===== config.mk =====
export PLATFORM = sky130hd
export DESIGN_NAME = piso_flat
export DESIGN_NICKNAME = d
export VERILOG_FILES = /design/src/rtl/piso_pkg.sv /design/src/rtl/piso_if.sv /design/src/rtl/piso.sv /design/src/flat_wrapper.sv
export SDC_FILE = /design/constraint.sdc
export NUM_CORES = 1
export LEC_CHECK = 0
export ABC_AREA = 0
export CORE_ASPECT_RATIO = 0.75
export CORE_MARGIN = 4
export CORE_UTILIZATION = 45
export CTS_BUF_LIST = sky130_fd_sc_hd__clkbuf_8
export CTS_CLUSTER_SIZE = 30
export DETAILED_ROUTE_END_ITERATION = 8
export PLACE_DENSITY = 0.72
export SLEW_MARGIN = 20
export SYNTH_ARGS = -nofsm -noshare
export SYNTH_HDL_FRONTEND = slang
export SYNTH_SLANG_ARGS = --single-unit
export TNS_END_PERCENT = 20

===== constraint.sdc =====
create_clock -name clk_i -period 1.6 [get_ports clk_i]
set_clock_uncertainty 0.1 [all_clocks]
set_input_delay 0.16 -clock clk_i [delete_from_list [all_inputs] [get_ports clk_i]]
set_output_delay 0.16 -clock clk_i [all_outputs]
set_load 0.1 [all_outputs]

===== src/rtl/piso_pkg.sv =====
// Shared types and helpers for the parallel-in, serial-out shifter.
package piso_pkg;

  typedef enum logic [0:0] {EMPTY, SHIFT} piso_state_e;

  // A counter needs at least one bit even when a word is a single beat.
  function automatic int beat_cnt_width(input int depth);
    int w;
    w = $clog2(depth);
    return (w < 1) ? 1 : w;
  endfunction

endpackage


===== src/rtl/piso_if.sv =====
// Word-in / beat-out handshake bundle for piso.
// Handshakes: a word moves when valid_i & ready_o on a rising edge; a beat
// moves when valid_o & yumi_i on a rising edge. ready_o may depend
// combinationally on yumi_i, so valid_i must never depend on ready_o.
interface piso_if #(
  parameter int width_p = 1,
  parameter int depth_p = 8
);
  logic                         ready_o;
  logic                         valid_i;
  logic [width_p*depth_p-1:0]   data_i;
  logic                         valid_o;
  logic [width_p-1:0]           data_o;
  logic                         yumi_i;
  logic                         last_o;

  modport slave (
    output ready_o,
    input  valid_i,
    input  data_i,
    output valid_o,
    output data_o,
    input  yumi_i,
    output last_o
  );

  modport master (
    input  ready_o,
    output valid_i,
    output data_i,
    input  valid_o,
    output yumi_i,
    input  data_o,
    input  last_o
  );
endinterface


===== src/rtl/piso.sv =====
// Parallel-in, serial-out shifter: one width_p*depth_p word in, depth_p
// beats of width_p bits out, with a gap-free reload on the final beat.
module piso
  import piso_pkg::*;
#(
  parameter int width_p     = 1,
  parameter int depth_p     = 8,
  parameter int lsb_first_p = 1
) (
  input  logic        clk_i,
  input  logic        reset_i,
  piso_if.slave       bus,
  output piso_state_e state_o
);

  localparam int cnt_w  = beat_cnt_width(depth_p);
  localparam int word_w = width_p * depth_p;
  localparam logic [cnt_w-1:0] last_cnt = cnt_w'(depth_p - 1);

  localparam logic [0:0] ST_EMPTY = 1'b0;
  localparam logic [0:0] ST_SHIFT = 1'b1;

  logic [0:0]        state_r;
  logic [cnt_w-1:0]  cnt_r;
  logic [word_w-1:0] shift_r;
  logic [word_w-1:0] shift_next;

  logic in_shift;
  logic last;
  logic ready;
  logic accept;
  logic take;

  assign in_shift = (state_r == ST_SHIFT);
  assign last     = in_shift && (cnt_r == last_cnt);
  assign ready    = !in_shift || (last && bus.yumi_i);
  assign accept   = bus.valid_i && ready;
  // yumi_i outside SHIFT is a protocol violation and is simply ignored.
  assign take     = in_shift && bus.yumi_i;

  always_comb begin
    shift_next = '0;
    if (lsb_first_p != 0) shift_next = shift_r >> width_p;
    else                  shift_next = shift_r << width_p;
  end

  // Shifting on the final beat too leaves the register zero once empty,
  // so data_o reads 0 whenever valid_o is low.
  always_ff @(posedge clk_i) begin
    if (reset_i) begin
      state_r <= ST_EMPTY;
      cnt_r   <= '0;
      shift_r <= '0;
    end else if (accept) begin
      state_r <= ST_SHIFT;
      cnt_r   <= '0;
      shift_r <= bus.data_i;
    end else if (take) begin
      shift_r <= shift_next;
      if (last) begin
        state_r <= ST_EMPTY;
        cnt_r   <= '0;
      end else begin
        cnt_r   <= cnt_r + cnt_w'(1);
      end
    end
  end

  always_comb begin
    bus.data_o = '0;
    if (lsb_first_p != 0) bus.data_o = shift_r[width_p-1:0];
    else                  bus.data_o = shift_r[word_w-1 -: width_p];
  end

  assign bus.ready_o = ready;
  assign bus.valid_o = in_shift;
  assign bus.last_o  = last;
  assign state_o     = piso_state_e'(state_r);

endmodule


===== src/flat_wrapper.sv =====
// flat-port wrapper written by rule: the top's interface ports become plain ports
module piso_flat import piso_pkg::*;
#(
  parameter int width_p     = 1,
  parameter int depth_p     = 8,
  parameter int lsb_first_p = 1
)
  (clk_i, reset_i, state_o, bus_ready_o, bus_valid_i, bus_data_i, bus_valid_o, bus_data_o, bus_yumi_i, bus_last_o);
  piso_if #(.width_p(width_p), .depth_p(depth_p)) bus_i ();
  input  logic clk_i;
  input  logic reset_i;
  output piso_state_e state_o;
  output wire logic [$bits(bus_i.ready_o)-1:0] bus_ready_o;
  input wire logic [$bits(bus_i.valid_i)-1:0] bus_valid_i;
  input wire logic [$bits(bus_i.data_i)-1:0] bus_data_i;
  output wire logic [$bits(bus_i.valid_o)-1:0] bus_valid_o;
  output wire logic [$bits(bus_i.data_o)-1:0] bus_data_o;
  input wire logic [$bits(bus_i.yumi_i)-1:0] bus_yumi_i;
  output wire logic [$bits(bus_i.last_o)-1:0] bus_last_o;
  assign bus_ready_o = bus_i.ready_o;
  assign bus_i.valid_i = bus_valid_i;
  assign bus_i.data_i = bus_data_i;
  assign bus_valid_o = bus_i.valid_o;
  assign bus_data_o = bus_i.data_o;
  assign bus_i.yumi_i = bus_yumi_i;
  assign bus_last_o = bus_i.last_o;
  piso #(.width_p(width_p), .depth_p(depth_p), .lsb_first_p(lsb_first_p)) u_core (.clk_i(clk_i), .reset_i(reset_i), .bus(bus_i), .state_o(state_o));
endmodule

==> results of run 1 <==
-- power by group through the flow --
stage / Combinational [mW] / Clock (mW) / Sequential [mW]
finish: 0.250 / 0.330 / 0.344
global route: 0.266 / 0.355 / 0.349
CTS: 0.250 / 0.339 / 0.344
detailed placement: 0.248 / 0 / 0.350
global placement: 0.245 / 0 / 0.349
floorplan: 0.146 / 0 / 0.365
-- through the flow --
| step | instances | worst slack (ns) | util, % | TNS, ns | cell area [µm²] |
|---|---|---|---|---|---|
| 3_3_place_gp | 113 | 0.00452 | 65.8 | 0 | 1040 |
| 2_1_floorplan | 78 | 0.0313 | - | 0 | 802 |
| 3_5_place_dp | 113 | -0.0298 | 65.8 | -0.0693 | 1040 |
| 6_report | 118 | 0.0320 | 71.3 | 0 | 1120 |
| 5_1_grt | 118 | -0.0162 | 71.3 | -0.0265 | 1120 |
| 4_1_cts | 118 | 0.00805 | 70.6 | 0 | 1110 |
-- layout make-up --
class	instances	area (µm²)	share of cell area [%]
Multi-Input combinational cell	58	524	46.7
Inverter	1	3.75	0.334
Timing Repair Buffer	22	268	23.8
Clock buffer	4	55.1	4.90
Sequential cell	12	246	21.9
Tap cell	21	26.3	2.34
-- flip-flops by register name, summed over array words and instances (netlist names) --
register	count
u_core.cnt_r	3
u_core.shift_r	8
u_core.bus.valid_o	1
-- synthesized netlist by cell type (all sizes together) --
cell type,instances
o221a,1
nor2,3
clkbuf,2
mux2i,9
mux2,7
ha,2
or2b,3
inv,1
buf,5
o22ai,7
a21bo,1
a21oi,3
a21o,1
and2,1
a211oi,7
nand2,5
dfxtp,12
nand4,1
nand4b,2
nand2b,5
-- logic make-up (layout without fill, tap and decap cells) --
| family | Yosys count | in the layout | share of synthesized area (%) |
|---|---|---|---|
| compound gates | 20 | 20 | 22.6 |
| fa+ha+maj | 2 | 2 | 3.16 |
| mux | 16 | 16 | 21.3 |
| buf+inv | 8 | 27 | 6.95 |
| flops | 12 | 12 | 30.3 |
| simple gates | 20 | 20 | 15.6 |
-- metal layers --
layer  vias to the layer above  global-route usage [%]  share of wire [%]
li1                        329                       -                  -
met1                       314                    20.7                 45
met2                        15                    27.6                 48
met3                         4                    5.83                5.3
met4                         0                    2.84                2.0
met5                         -                       0                  0
-- cells in the final DEF, fill, tap and decap left out, types with 2 or more instances in the layout --
master	count
clkdlybuf4s50_1	11
mux2i_1	9
dfxtp_1	9
o22ai_1	7
buf_12	6
nand2b_1	5
mux2_1	5
a211oi_2	5
buf_4	5
nand2_1	4
clkbuf_8	4
or2b_1	3
mux2_2	2
a211oi_1	2
nand4b_1	2
a21oi_2	2
nor2_1	2
ha_4	2
dfxtp_2	2
-- repair_timing --
item,in CTS,in global routing
hold buffers,0,0
resized for setup,3,1
cloned,0,0
buffers inserted,1,0
setup endpoints to repair,2,2
-- worst min-delay path, stage by stage, from the launching register on --
cell	delay [ns]
dfxtp_1	0.33
nand2_1	0.08
a21oi_2	0.04
-- path summary, 6_finish.rpt --
path	endpoint	depth (start not counted)
setup / recovery	bus_ready_o	4
hold reg to reg	u_core.cnt_r[1]	2
hold / removal	u_core.cnt_r[1]	2
setup reg to reg	u_core.shift_r[3]	6
==> metrics.csv, run 1 <==
metric,value,unit
wl,1.82,mm
combPwrFrac,27.1,%
grt_pass1_vias,730,
clkPwrFrac,35.7,%
avgSynthCellArea,10.2,µm²
path_buf_inv,1,
cpMaxStageDelayCell,dfxtp_2,
vias,662,
n_fill_cell,122,
clkLatencyLatePin,0.24,ns
dieHeight,44.3,µm
die_w,56.4,µm
ir_drop,0.740,mV
ys_ff_latch,12,
rrSetupSlack,0.06,ns
synth_nets,92,
hold_start,u_core.cnt_r[1],
switching_share,28.6,%
grt_overflow,0,
drc,0,
h-tree-depth,1,
grt_pass1_wl,3.22,mm
period_needed,1.57,ns
p_leak,0.475,nW
setup.worst_path.end_class,primary output,
hold_slack,0.403,ns
gp_congestion,0.733,
synth-warning-count,0,
post-dp-hpwl,1.28,mm
grt_use_total,16.4,%
hold_path_class,register to register,
setup_viol,0,
total_power,0.925,mW
antenna_cells,0,
worstPathCellList,"ha_4, ha_4, a21bo_4, buf_12",
io_pins,17,
cp.arrival,1.31,ns
worstPathRequired,1.34,ns
cts_tree,built,
syn_inst,78,
clk_pin_slew,0.05,ns
yosysUniqueCellTypes,28,
status,"finished, final reports clean",
slew_headroom,82.2,%
cp-start-kind,register,
critical_path.max_fanout,4,
avgViaCountPerCell,5.61,
grt_max_degree,25,
dr.pass1.iters,4,
synth_area_leaders,"dfxtp_1 (30%), mux2i_1 (11%), a211oi_2 (7.9%), mux2_1 (7.1%), o22ai_1 (5.5%)",
cts_max_path_buffers,2,
num_rows,12,
cts_sinks,12,
p_per_area,823,nW/µm²
seqPwrFrac,37.2,%
cts-root-buf,clkbuf_8,
fin_crit_sh,98.0,%
yosysTopAreaCell,dfxtp_1,
r2r_start,u_core.cnt_r[0],
coreArea,1580,µm²
switching_power,0.264,mW
cpMostUsedCell,ha_4,
die-area,2500,µm²
synth_area,792,µm²
drv_slew,0,
synth_top_area_share,30.3,%
fmax,0.638,GHz
nets,112,
critPathMaxStageDelay,0.34,ns
portBuffers,16,
drt_iter0_drc,6,
max_cap_viol_count,0,
numCtsBuffers,3,
antenna_found_initial,0,
cell_internal_pwr,0.660,mW
ant_nets,0,
worst_pin_slew,0.266,ns
start_util,50.2,%
crit_family,flip-flops,
setup.worst_path.class,register to primary output,
drive_gt1_share,34.0,%
hold_viol_final,0,
area_growth,41.9,%
wire_per_inst,15.4,µm
crit_start,u_core.cnt_r[0],
synth-seq-area-share,30.3,%
Note: power is estimated with default switching activity, not from simulation.
==> run 2: changes to the inputs <==
--- a/config.mk
+++ b/config.mk
@@ -6,13 +6,13 @@
 export NUM_CORES = 1
 export LEC_CHECK = 0
 export ABC_AREA = 0
-export CORE_ASPECT_RATIO = 0.75
 export CORE_MARGIN = 4
-export CORE_UTILIZATION = 45
+export CORE_UTILIZATION = 51
 export CTS_BUF_LIST = sky130_fd_sc_hd__clkbuf_8
+export CTS_CLUSTER_DIAMETER = 30
 export CTS_CLUSTER_SIZE = 30
 export DETAILED_ROUTE_END_ITERATION = 8
-export PLACE_DENSITY = 0.72
+export PLACE_DENSITY = 0.8
 export SLEW_MARGIN = 20
 export SYNTH_ARGS = -nofsm -noshare
 export SYNTH_HDL_FRONTEND = slang
==> run 2 against run 1 <==
Design area decreased by 0.22%. Clock power shrank 18%. Critical path depth unchanged. Combinational power increased by 2%. Setup slack better by 0.011 ns. Total power fell by 6.3%. Critical endpoint unchanged.
==> metrics.csv, run 2 (synthesis gave the netlist of run 1 again) <==
metric,value,unit
seqCellArea,246,µm²
period_needed,1.56,ns
cp.arrival,1.30,ns
total_power,0.867,mW
cts_sinks,12,
final_cell_mix,"clkdlybuf4s50_1 (11), mux2i_1 (9), dfxtp_1 (9)",
drc,0,
cts-root-buf,clkbuf_8,
fin_crit_sh,97.3,%
drive_gt1_share,34.3,%
clk_pin_slew,0.05,ns
grt_overflow,0,
h-tree-depth,1,
fmax,0.642,GHz
multiInputGateArea,524,µm²
vias,664,
post-route-util,81.1,%
wire_per_inst,14.8,µm
numCtsBuffers,3,
worst_pin_slew,0.233,ns
setup.worst_path.end_class,primary output,
avgViaCountPerCell,5.82,
rsz0062_at_grt,no,
portBuffers,16,
p_per_area,773,nW/µm²
hold_path_class,register to register,
wl,1.68,mm
io_pins,17,
die_w,47.4,µm
dieHeight,47.4,µm
die-area,2250,µm²
worstPathRequired,1.34,ns
cts_tree,built,
dr.pass1.iters,5,
post-place-cells,108,
grt_pass1_vias,658,
coreArea,1380,µm²
grt_use_total,18.1,%
regMostFlops,u_core.shift_r,
nets,114,
largest_register_ffs,8,
critical_path.max_fanout,4,
setup.worst_path.class,register to primary output,
p_leak,0.484,nW
final_cells,114,
gp_congestion,0.718,
num_rows,13,
drv_slew,0,
n_fill_cell,86,
start_util,57.3,%
cts_max_path_buffers,2,
antenna_cells,0,
post-dp-hpwl,1.22,mm
grt_pass1_wl,2.84,mm
drt_iter0_drc,9,
area_growth,41.5,%
setup_viol,0,
pre_cts_ws,-0.0310,ns
cp-start-kind,register,
antenna_found_initial,0,
final_common_cell,clkdlybuf4s50_1,
grt_max_degree,21,
ir_drop,0.666,mV
status,"finished, final reports clean",
hold_viol_final,0,
slew_headroom,84.4,%
clkLatencyLatePin,0.23,ns
finalWorstSetupSlack,0.0427,ns
ant_nets,0,
max_cap_viol_count,0,
[run 2: changes by cell type in the layout (fill, tap and decap cells not counted)]
cell	before	now
buf_4	5	7
clkbuf_8	4	3
inv_1	1	2
[run 2: where the power goes]
group	total, mW	internal [mW]	leakage [nW]	switching [mW]
registers	0.342	0.321	0.100	0.0208
logic	0.254	0.124	0.357	0.131
clock network	0.270	0.168	0.0269	0.102
total	0.867	0.613	0.484	0.253
[run 2: timing repair]
item,4_1_cts,5_1_grt
buffers inserted,2,0
resized for setup,2,2
hold buffers,0,0
pin swaps,0,1
endpoints found under the setup margin,2,3
[run 2: layout make-up]
| class | count | area share [%] |
|---|---|---|
| repair buffers | 24 | 25.2 |
| clock inverters | 1 | 0.335 |
| clock buffers | 3 | 3.68 |
| multi-input cells | 58 | 46.8 |
| well taps | 15 | 1.67 |
| inverters | 1 | 0.335 |
| flip-flops and latches | 12 | 22.0 |
[run 2: path summary, 6_finish.rpt]
| kind | cells after the start | to | slack, ns | start |
|---|---|---|---|---|
| worst max-delay path | 4 | bus_ready_o | 0.04 | u_core.cnt_r[0] |
| worst max register to register | 6 | u_core.shift_r[6] | 0.12 | u_core.cnt_r[0] |
| worst min register to register | 2 | u_core.cnt_r[1] | 0.40 | u_core.cnt_r[1] |
| worst min-delay path | 2 | u_core.cnt_r[1] | 0.40 | u_core.cnt_r[1] |
[run 2: worst max-delay path: stages (launching register included)]
cell     delay [ns]
dfxtp_2        0.34
ha_4           0.16
ha_4           0.16
a21bo_4        0.23
buf_12         0.16
[run 2: metal layers]
metal	track usage (%)	part of all wire [%]
met1	23.9	46
met2	27.5	47
met3	4.60	6.3
met4	7.73	0.48
met5	0	0
[run 2: per-stage QoR]
stage                     setup TNS (ns)  hold WS (ns)  area (µm²)
after floorplan                        0         0.290         802
after global placement                 0         0.354        1040
after detailed placement         -0.0877         0.368        1040
after CTS                              0         0.378        1110
final                                  0         0.403        1120
after global routing                   0         0.416        1120
==> run 3: changes to the inputs <==
--- a/config.mk
+++ b/config.mk
@@ -6,13 +6,16 @@
 export NUM_CORES = 1
 export LEC_CHECK = 0
 export ABC_AREA = 0
-export CORE_MARGIN = 4
-export CORE_UTILIZATION = 51
+export CELL_PAD_IN_SITES_DETAIL_PLACEMENT = 0
+export CELL_PAD_IN_SITES_GLOBAL_PLACEMENT = 1
+export CORE_ASPECT_RATIO = 0.75
+export CORE_MARGIN = 2
+export CORE_UTILIZATION = 39
 export CTS_BUF_LIST = sky130_fd_sc_hd__clkbuf_8
 export CTS_CLUSTER_DIAMETER = 30
 export CTS_CLUSTER_SIZE = 30
 export DETAILED_ROUTE_END_ITERATION = 8
-export PLACE_DENSITY = 0.8
+export PLACE_DENSITY_LB_ADDON = 0.1
 export SLEW_MARGIN = 20
 export SYNTH_ARGS = -nofsm -noshare
 export SYNTH_HDL_FRONTEND = slang
==> run 3 against run 2 <==
Core utilization is 23 points lower. Design area grew 1.5%. Sequential cell count is the same. Die area up 7.3%. Critical endpoint unchanged. Largest cell class unchanged. Largest power group unchanged.
==> metrics.csv, run 3 (synthesis gave the netlist of run 1 again) <==
metric,value,unit
period_needed,1.57,ns
n_fill_cell,177,
cp.arrival,1.31,ns
regMostFlops,u_core.shift_r,
slew_headroom,83.7,%
final_common_cell,clkdlybuf4s50_1,
drv_slew,0,
grt_overflow,0,
fmax,0.638,GHz
finalWorstSetupSlack,0.0336,ns
coreArea,1960,µm²
drt_iter0_drc,7,
hold_path_class,register to register,
cpMostUsedCell,ha_4,
cp-start-kind,register,
wl,1.59,mm
clkLatencyLatePin,0.24,ns
dr.pass1.iters,4,
regToRegEndpoint,u_core.shift_r[0],
cts_sinks,12,
numCtsBuffers,3,
gp_congestion,0.636,
critical_path.max_fanout,3,
antenna_cells,0,
p_per_area,814,nW/µm²
cts-root-buf,clkbuf_8,
hold_viol_final,0,
vias,631,
ir_drop,0.571,mV
fin_crit_sh,97.9,%
r2r_start,u_core.cnt_r[0],
holdBufCountCts,0,
grt_pass1_vias,615,
p_leak,0.481,nW
area_growth,43.6,%
met1_length,828,µm
wl_met2,676,µm
largest_register_ffs,8,
die-area,2410,µm²
avgViaCountPerCell,5.17,
io_pins,17,
worstPathRequired,1.34,ns
route.met3.wl,71,µm
worst_pin_slew,0.244,ns
clk_pin_slew,0.05,ns
cts_tree,built,
setup.worst_path.end_class,primary output,
die_w,56.0,µm
grt_pass1_wl,2.84,mm
top_layer,met4,
whs_endpoint,u_core.cnt_r[1],
cts_max_path_buffers,2,
hold_start,u_core.cnt_r[1],
rrSetupSlack,0.12,ns
hold_slack,0.403,ns
dieHeight,43.0,µm
setup_viol,0,
grt_max_degree,22,
worstPathCellList,"ha_4, ha_4, a21bo_4, buf_12",
drc,0,
h-tree-depth,1,
grt_use_total,15.6,%
post-route-util,58.0,%
total_power,0.926,mW
post-dp-hpwl,1.11,mm
portBuffers,16,
critPathMaxStageDelay,0.35,ns
rr_worst_depth,6,
antenna_found_initial,0,
final_cell_mix,"clkdlybuf4s50_1 (11), mux2i_1 (9), dfxtp_1 (9)",
combPwrFrac,26.9,%
pre_cts_ws,-0.0150,ns
start_util,40.4,%
min_path_cells,2,
cell_internal_pwr,0.660,mW
wire_per_inst,13.0,µm
switching_share,28.7,%
setup.worst_path.class,register to primary output,
ant_nets,0,
cpMaxStageDelayCell,dfxtp_4,
clkPwrFrac,36.4,%
drive_gt1_share,34.7,%
switching_power,0.266,mW
tns,0,ns
max_cap_viol_count,0,
nets,113,
seqPwrFrac,36.7,%
status,"finished, final reports clean",
num_rows,14,
==> run 3: cell types whose count changed in the layout (fill, tap and decap cells not counted), sizes merged <==
cell / before / now
inv: 2 / 1
clkbuf: 3 / 4
buf: 13 / 12
==> run 3: final cells by class <==
| class | count | area (µm²) | share of cell area (%) |
|---|---|---|---|
| flip-flops and latches | 12 | 249 | 21.9 |
| well taps | 24 | 30.0 | 2.64 |
| inverters | 1 | 3.75 | 0.330 |
| clock buffers | 4 | 55.1 | 4.84 |
| multi-input cells | 58 | 524 | 46.1 |
| repair buffers | 23 | 275 | 24.2 |
==> run 3: critical path, delay by kind of cell, from the launching register on <==
family / cells / cell delay (ns)
adder cells (fa/ha/maj): 2 / 0.32
buffers and inverters: 1 / 0.16
AO/OA/AOI/OAI: 1 / 0.23
flip-flops: 1 / 0.35
==> run 3: what timing repair did <==
item | in CTS | in global routing
cloned | 0 | 0
endpoints found under the hold margin | 0 | 0
pin swaps | 0 | 2
gates resized for setup | 3 | 2
endpoints found under the setup margin | 2 | 1
setup buffers | 0 | 1
==> run 3: power groups by stage <==
| stage | logic, mW | registers [mW] | clock network (mW) |
|---|---|---|---|
| 4_1_cts | 0.251 | 0.341 | 0.345 |
| 3_3_place_gp | 0.249 | 0.346 | 0 |
| 5_1_grt | 0.266 | 0.344 | 0.361 |
| 6_report | 0.249 | 0.340 | 0.337 |
| 2_1_floorplan | 0.146 | 0.365 | 0 |
| 3_5_place_dp | 0.250 | 0.347 | 0 |
==> run 3: stage by stage <==
stage | instances | area, µm²
6_report | 122 | 1140
5_1_grt | 122 | 1140
4_1_cts | 121 | 1120
3_5_place_dp | 117 | 1050
3_3_place_gp | 117 | 1050
2_1_floorplan | 78 | 802
==> run 3: worst max-delay path by stage <==
stage | from | to | cells past startpoint | slack [ns]
2_1_floorplan | u_core.cnt_r[0] | u_core.cnt_r[0] | 5 | 0.03
3_3_place_gp | bus_valid_i | u_core.shift_r[4] | 5 | 0.008
3_5_place_dp | bus_valid_i | u_core.shift_r[4] | 5 | -0.01
4_1_cts | u_core.cnt_r[0] | bus_ready_o | 4 | 0.002
5_1_grt | u_core.cnt_r[0] | bus_ready_o | 4 | -0.001
6_report | u_core.cnt_r[0] | bus_ready_o | 4 | 0.03
==> run 3: metal layers <==
| layer | track usage (%) | up-vias |
|---|---|---|
| met5 | 0 | - |
| met1 | 20.7 | 289 |
| li1 | - | 329 |
| met3 | 5.79 | 2 |
| met2 | 23.3 | 11 |
| met4 | 5.71 | 0 |
